--- src/rtl/seg7_scan32.sv ---
// seg7_scan32: 8-digit hex display scanner with frame-synchronous snapshot and registered drivers
module seg7_scan32 #(
  parameter int DIV_W = 17,
  parameter bit LZB = 1'b0
) (
  input  logic        clk,
  input  logic        clear,
  input  logic        en,
  input  logic [31:0] data,
  input  logic [7:0]  dots,
  output logic [7:0]  an,
  output logic [6:0]  seg,
  output logic        dp,
  output logic        frame_done
);
  localparam logic [15:0][6:0] HEX = {
    7'h0E, 7'h06, 7'h21, 7'h46, 7'h03, 7'h08, 7'h10, 7'h00,
    7'h78, 7'h02, 7'h12, 7'h19, 7'h30, 7'h24, 7'h79, 7'h40
  };
  logic [DIV_W-1:0] cnt;
  logic [2:0]       idx;
  logic [31:0]      shadow_data;
  logic [7:0]       shadow_dots;
  logic [31:0]      upper;
  logic             tick;
  logic             dark;
  always_comb begin
    tick  = en & (&cnt);
    upper = shadow_data >> {idx, 2'b00};
    dark  = !en || (LZB && idx != 3'd0 && upper == 32'd0);
  end
  always_ff @(posedge clk or posedge clear) begin
    if (clear) begin
      cnt         <= '0;
      idx         <= 3'd0;
      shadow_data <= 32'd0;
      shadow_dots <= 8'd0;
      an          <= 8'hFF;
      seg         <= 7'h7F;
      dp          <= 1'b1;
      frame_done  <= 1'b0;
    end else begin
      frame_done <= tick && idx == 3'd7;
      if (en) cnt <= cnt + DIV_W'(1);
      if (tick) idx <= idx + 3'd1;
      if (tick && idx == 3'd7) begin
        shadow_data <= data;
        shadow_dots <= dots;
      end
      an  <= dark ? 8'hFF : ~(8'd1 << idx);
      seg <= dark ? 7'h7F : HEX[upper[3:0]];
      dp  <= dark | ~shadow_dots[idx];
    end
  end
endmodule
--- config.mk ---
export PLATFORM = sky130hd
export DESIGN_NAME = seg7_scan32
export DESIGN_NICKNAME = d
export VERILOG_FILES = /design/src/rtl/seg7_scan32.sv
export SDC_FILE = /design/constraint.sdc
export NUM_CORES = 1
export LEC_CHECK = 0
export ABC_AREA = 1
export CORE_UTILIZATION = 25
export DETAILED_ROUTE_END_ITERATION = 8
export GPL_TIMING_DRIVEN = 0
export PLACE_DENSITY = 0.51
export SLEW_MARGIN = 10
export SYNTH_ARGS = -nofsm -noshare
export SYNTH_HDL_FRONTEND = slang
export SYNTH_SLANG_ARGS = --single-unit
--- constraint.sdc ---
create_clock -name clk -period 2.8 [get_ports clk]
set_input_delay 0.56 -clock clk [delete_from_list [all_inputs] [get_ports clk]]
set_output_delay 0.56 -clock clk [all_outputs]
set_load 0.02 [all_outputs]
== Word-level counts from Yosys, hierarchy flattened ==
Memory sizes are Yosys's and may differ from the RTL's.
Cells that the tools add are included.

* Flip-flop bits (word level): 77
* ROM bits: 112
* Input port bits: 43
* Output and inout bits: 17
* Word-level logic and storage cells: 28
* Memories kept: 1

* $add $sub $neg: 2
* Magnitude comparators: 2
* Equality and inequality tests: 1
* Shifts and indexed selects: 2
* Multiplexer cells: 5
* Bitwise operators: 4
* Reduce and logical (&&, ||, !) cells: 3

{| class="wikitable"
|+ Memories
! memory !! depth !! width !! read ports !! clocked after Yosys merged registers in !! wr ports !! line !! RTL
|-
| (no name shown) || 16 || 7 || 1 || 0 || 0 || 51 || <nowiki>seg <= dark ? 7'h7F : HEX[upper[3:0]];</nowiki>
|}

{| class="wikitable"
|+ Operators by type and width
! cell !! count
|-
| 32-bit by 5-bit >> shifter with 4-bit output || 1
|-
| 17-bit by 1-bit adder with 17-bit output (second input constant) || 1
|-
| 17-bit AND reduction || 1
|-
| 7-bit 2-to-1 mux || 2
|-
| 8-bit 2-to-1 mux || 1
|-
| 8-bit inverter || 1
|-
| 1-bit by 3-bit << shifter with 8-bit output (first input constant) || 1
|-
| 4-bit by 5-bit less-than comparator with 1-bit output (second input constant) || 1
|-
| 3-bit by 4-bit less-than comparator with 1-bit output (second input constant) || 1
|-
| 3-bit by 1-bit adder with 3-bit output (second input constant) || 1
|-
| 1-bit binary-select mux with 3-bit select || 1
|-
| 3-bit equality test (second input constant) || 1
|-
| 1-bit AND || 1
|-
| 1-bit logical AND || 1
|-
| 1-bit zero test || 1
|-
| 1-bit 2-to-1 mux || 1
|-
| 1-bit inverter || 1
|-
| 1-bit OR || 1
|}

== Depth between registers and ports, before layout ==
* Depth after elaboration: 4
* Mapped depth: 12
* Gate-level depth less buffers: 11

== Worst setup path before layout ==
Ideal clock, no wire load.

* Path kind: reg2reg
* From: register cnt[8]
* To: register shadow_data[0]
* Library setup time: 0.130 ns
* Arrival time: 1.775 ns
* Required time: 2.670 ns
* Path slack: 0.895 ns
* Cell stages (with the launch flop): 12
* Buffers on the path: 1
* Period minus slack after synthesis: 1.905 ns
* Path through: dfrtp_1 > nand2_1 > nor2_1 > nand2_1 > nor2_1 > inv_1 > nor4_1 > ha_1 > nand3_2 > inv_2 > clkbuf_1 > o21ai_0

* Word-level cells in the longest chain between the ends: 3

{| class="wikitable"
|+ Ends and longest elaborated chain
! what !! line !! RTL
|-
| start: declaration || 20 || <nowiki>logic [DIV_W-1:0] cnt;</nowiki>
|-
| start signal: assignment || 44 || <nowiki>if (en) cnt <= cnt + DIV_W'(1);</nowiki>
|-
| 17-bit AND reduction || 28 || <nowiki>tick = en & (&cnt);</nowiki>
|-
| 1-bit AND || 28 ||
|-
| 1-bit logical AND || 46 || <nowiki>if (tick && idx == 3'd7) begin</nowiki>
|-
| end signal: assignment || 47 || <nowiki>shadow_data <= data;</nowiki>
|-
| end: declaration || 22 || <nowiki>logic [31:0] shadow_data;</nowiki>
|}

No other way between the ends.
A chain may end at the register's enable or synchronous reset.

== Worst setup path in the final report ==
* From: register cnt[0]
* To: register shadow_data[7]

Same word-level chain as after synthesis.

==> metrics.md <==
| Metric | Value |
|---|---|
| Commonest non-fill, non-tap cells in the layout | `nand2_1 (140), dfrtp_1 (61), clkdlybuf4s50_1 (58)` |
| Fin cells | `694` |
| VDD IR-drop max | `0.0002467 V` |
| Global-route wire length before repair | `14,550 um` |
| Slew headroom | `0.7032` |
| Setup slack after layout | `0.4202 ns` |
| Syn Nets | `492` |
| Max Clk Rate | `0.4202 GHz` |
| Slowest cell on crit path | `dfrtp_1` |
| CP most frequent cell | `ha_1` |
| Synthesized cell area | `3741 sq um` |
| Hold Path Class | `reg -> reg` |
| Share of cells above drive strength 1 | `0.1275` |
| Status | `finished clean` |
| Clock tree from TritonCTS | `built` |
| #FFs+latches synth | `77` |
| Nets@finish | `562` |
| Crit end category | `flip-flop` |
| Post-CTS setup buffers | `0` |
| Crit path DAT | `2.58 ns` |
| Data required, critical path | `3.00 ns` |
| Final Hold Fails | `0` |
| Fillers | `1,484` |
| Post-synth top area share | `0.4080` |
| Post_cts resized | `0` |
| Initial DRC count | `116` |
| Die span in x | `124.3 um` |
| Row count | `44` |
| CP max FO | `10` |
| Power per Cell Area | `539.9 nW/um^2` |
| Antenna violations before repair | `0` |
| # diodes | `0` |
| Yosys cell types | `30` |
| GRT Resource Usage Total | `0.1185` |
| Top post-synthesis cells by area | `dfrtp_1 (41%), nand2_1 (14%), dfstp_2 (11%)` |
| Psw | `0.0005864 W` |
| Fin util | `0.3358` |
| CTS Buf Count | `9` |
| Total of max-cap violations | `0` |
| Core area | `14,590 sq um` |
| Pre-Repair DR Iteration Count | `4` |
| DR vias/cell | `4.148` |
| Setup WS pre-CTS | `0.4066 ns` |
| Vias in the first global route | `2,993` |
| Post-DP HPWL | `6294 um` |
| Root buffer cell | `clkbuf_16` |
| Syn Inst Count | `435` |
| H-Tree Depth | `3` |
| Setup CP Type | `reg -> reg` |
| Seq/Total Area, Yosys | `0.5204` |
| Worst slew pin tran | `0.4451 ns` |
| GR Overflow Total | `0` |
| Post-placement cell count | `678` |
| Yosys warning total | `0` |
| Routed WL | `8384 um` |
| Reg area | `1947 sq um` |
| Unrepaired setup endpoints after global routing | `false` |
| Switching Share | `0.2217` |
| Clk_lat worst skew | `0.33 ns` |
| Clock power share | `0.462` |
| Sum Neg Setup Slack | `0 ns` |
| Clock Sinks | `77` |
| Height of the chip | `124.3 um` |
| Max Used Layer | `met4` |
| Final Cycle Share | `0.8499` |
| Wl on met1 | `4182 um` |
| Final setup fails | `0` |
| CP max stage delay | `0.39 ns` |
| DRC Markers | `0` |
| Met2 routed WL | `3732 um` |
| Largest net degree at the start of global routing | `45` |
| Routability Congestion | `0.8098` |
| Via count | `2,879` |
| Final period demand of the worst path | `2.380 ns` |
| Routed wl met3 | `337 um` |
| Sequential Power Share | `0.462` |
| Syn avg cell area | `8.600 sq um` |
| Leading area contributor after synthesis | `dfrtp_1` |
| Synthesis-to-layout area growth | `30.94%` |
| CTS Hold Bufs | `0` |
| I/O pin total | `60` |
| Initial cell density of the core | `0.2564` |
| Internal Power | `0.002058 W` |
| CTS Buffer Depth | `2` |
| DR WL/cell | `12.08 um` |
| Static leakage | `2.272 nW` |
| ANT nets after route | `0` |
| Startpoint class of the critical path | `flip-flop` |
| Combinational fraction of design power | `0.076` |
| Worst Skew | `0.008217 ns` |
| Critical-path cell list | `ha_1 -> nand4_1 -> nor4_1 -> ha_1 -> nand3_2 -> inv_2 -> clkbuf_1 -> o21ai_0` |
| Most common cell after layout, fill and taps aside | `nand2_1` |
| Multi-input logic area | `1489 sq um` |
| Die Area | `15,460 sq um` |
| PortBufs | `58` |
| Worst-path clk slew | `0.06 ns` |
| Hold WS | `0.4659 ns` |
| Pins Over Slew Limit | `0` |
[final timing paths]
check / start / depth (start not counted) / slack, ns / endpoint
max: cnt[0] / 8 / 0.42 / shadow_data[7]
min: cnt[14] / 1 / 0.47 / cnt[14]
max reg2reg: cnt[0] / 8 / 0.42 / shadow_data[7]
min reg2reg: cnt[14] / 1 / 0.47 / cnt[14]
max in group asynchronous: clear / 3 / 1.61 / dp
min in group asynchronous: clear / 2 / 0.60 / cnt[11]
[flip-flops by register name, summed over array words and instances, names as in the netlist]
| name | flops |
|---|---|
| seg | 7 |
| shadow_data | 32 |
| frame_done | 1 |
| shadow_dots | 8 |
| an | 8 |
| idx | 3 |
| dp | 1 |
| cnt | 17 |
[kinds of logic after synthesis]
group	Yosys count	share of synthesized area
xor+xnor	14	0.03278
fa+ha+maj	14	0.04682
buf+inv	70	0.08160
simple gates	214	0.2518
flops	77	0.5204
compound gates	46	0.06656
[metrics by stage]
| step | total power, W | area (sq um) |
|---|---|---|
| 4_1_cts | 0.002686 | 4898 |
| 5_1_grt | 0.002762 | 4898 |
| 3_3_place_gp | 0.001436 | 4552 |
| 2_1_floorplan | 0.001341 | 3741 |
| 6_report | 0.002645 | 4898 |
| 3_5_place_dp | 0.001447 | 4582 |
[synth_stat cells (all sizes together)]
cell and count:
ha 14, nor4 1, buf 11, dfrtp 61
nor3 3, xnor2 3, nand2 145, a22o 1
clkbuf 4, o21ai 42, nand4 1, dfstp 16
xor2 11, nor2 21, inv 55, nand3 42
a21oi 3, and3 1
[power groups by stage]
stage          clock [W]  combinational (W)  sequential [W]
3_5_place_dp           0           0.000209         0.00124
3_3_place_gp           0           0.000197         0.00124
5_1_grt          0.00130           0.000230         0.00123
4_1_cts          0.00126           0.000207         0.00122
2_1_floorplan          0           0.000106         0.00123
6_report         0.00122           0.000201         0.00122
[final cells by class]
type / count / area share
sequential: 77 / 0.3974
multi-input combinational: 288 / 0.3040
timing repair buffer: 59 / 0.1241
tap: 184 / 0.04700
clock buffer: 10 / 0.04674
inverter: 55 / 0.04317
buffer: 15 / 0.01967
clock inverter: 6 / 0.01788
[metal layers]
metal	track usage	up-vias
met2	0.1804	59
met3	0.02663	9
met4	0.04890	0
met1	0.1617	1320
li1	-	1491
met5	0	-
[critical path: cells and delay by family (launching register included)]
family                   cells  cell delay [ns]
AO/OA/AOI/OAI                1             0.13
adder cells (fa/ha/maj)      2             0.43
buffers and inverters        2             0.58
flip-flops                   1             0.39
AND/OR/NAND/NOR              3             0.71
Power figures use the tool's default switching activity.
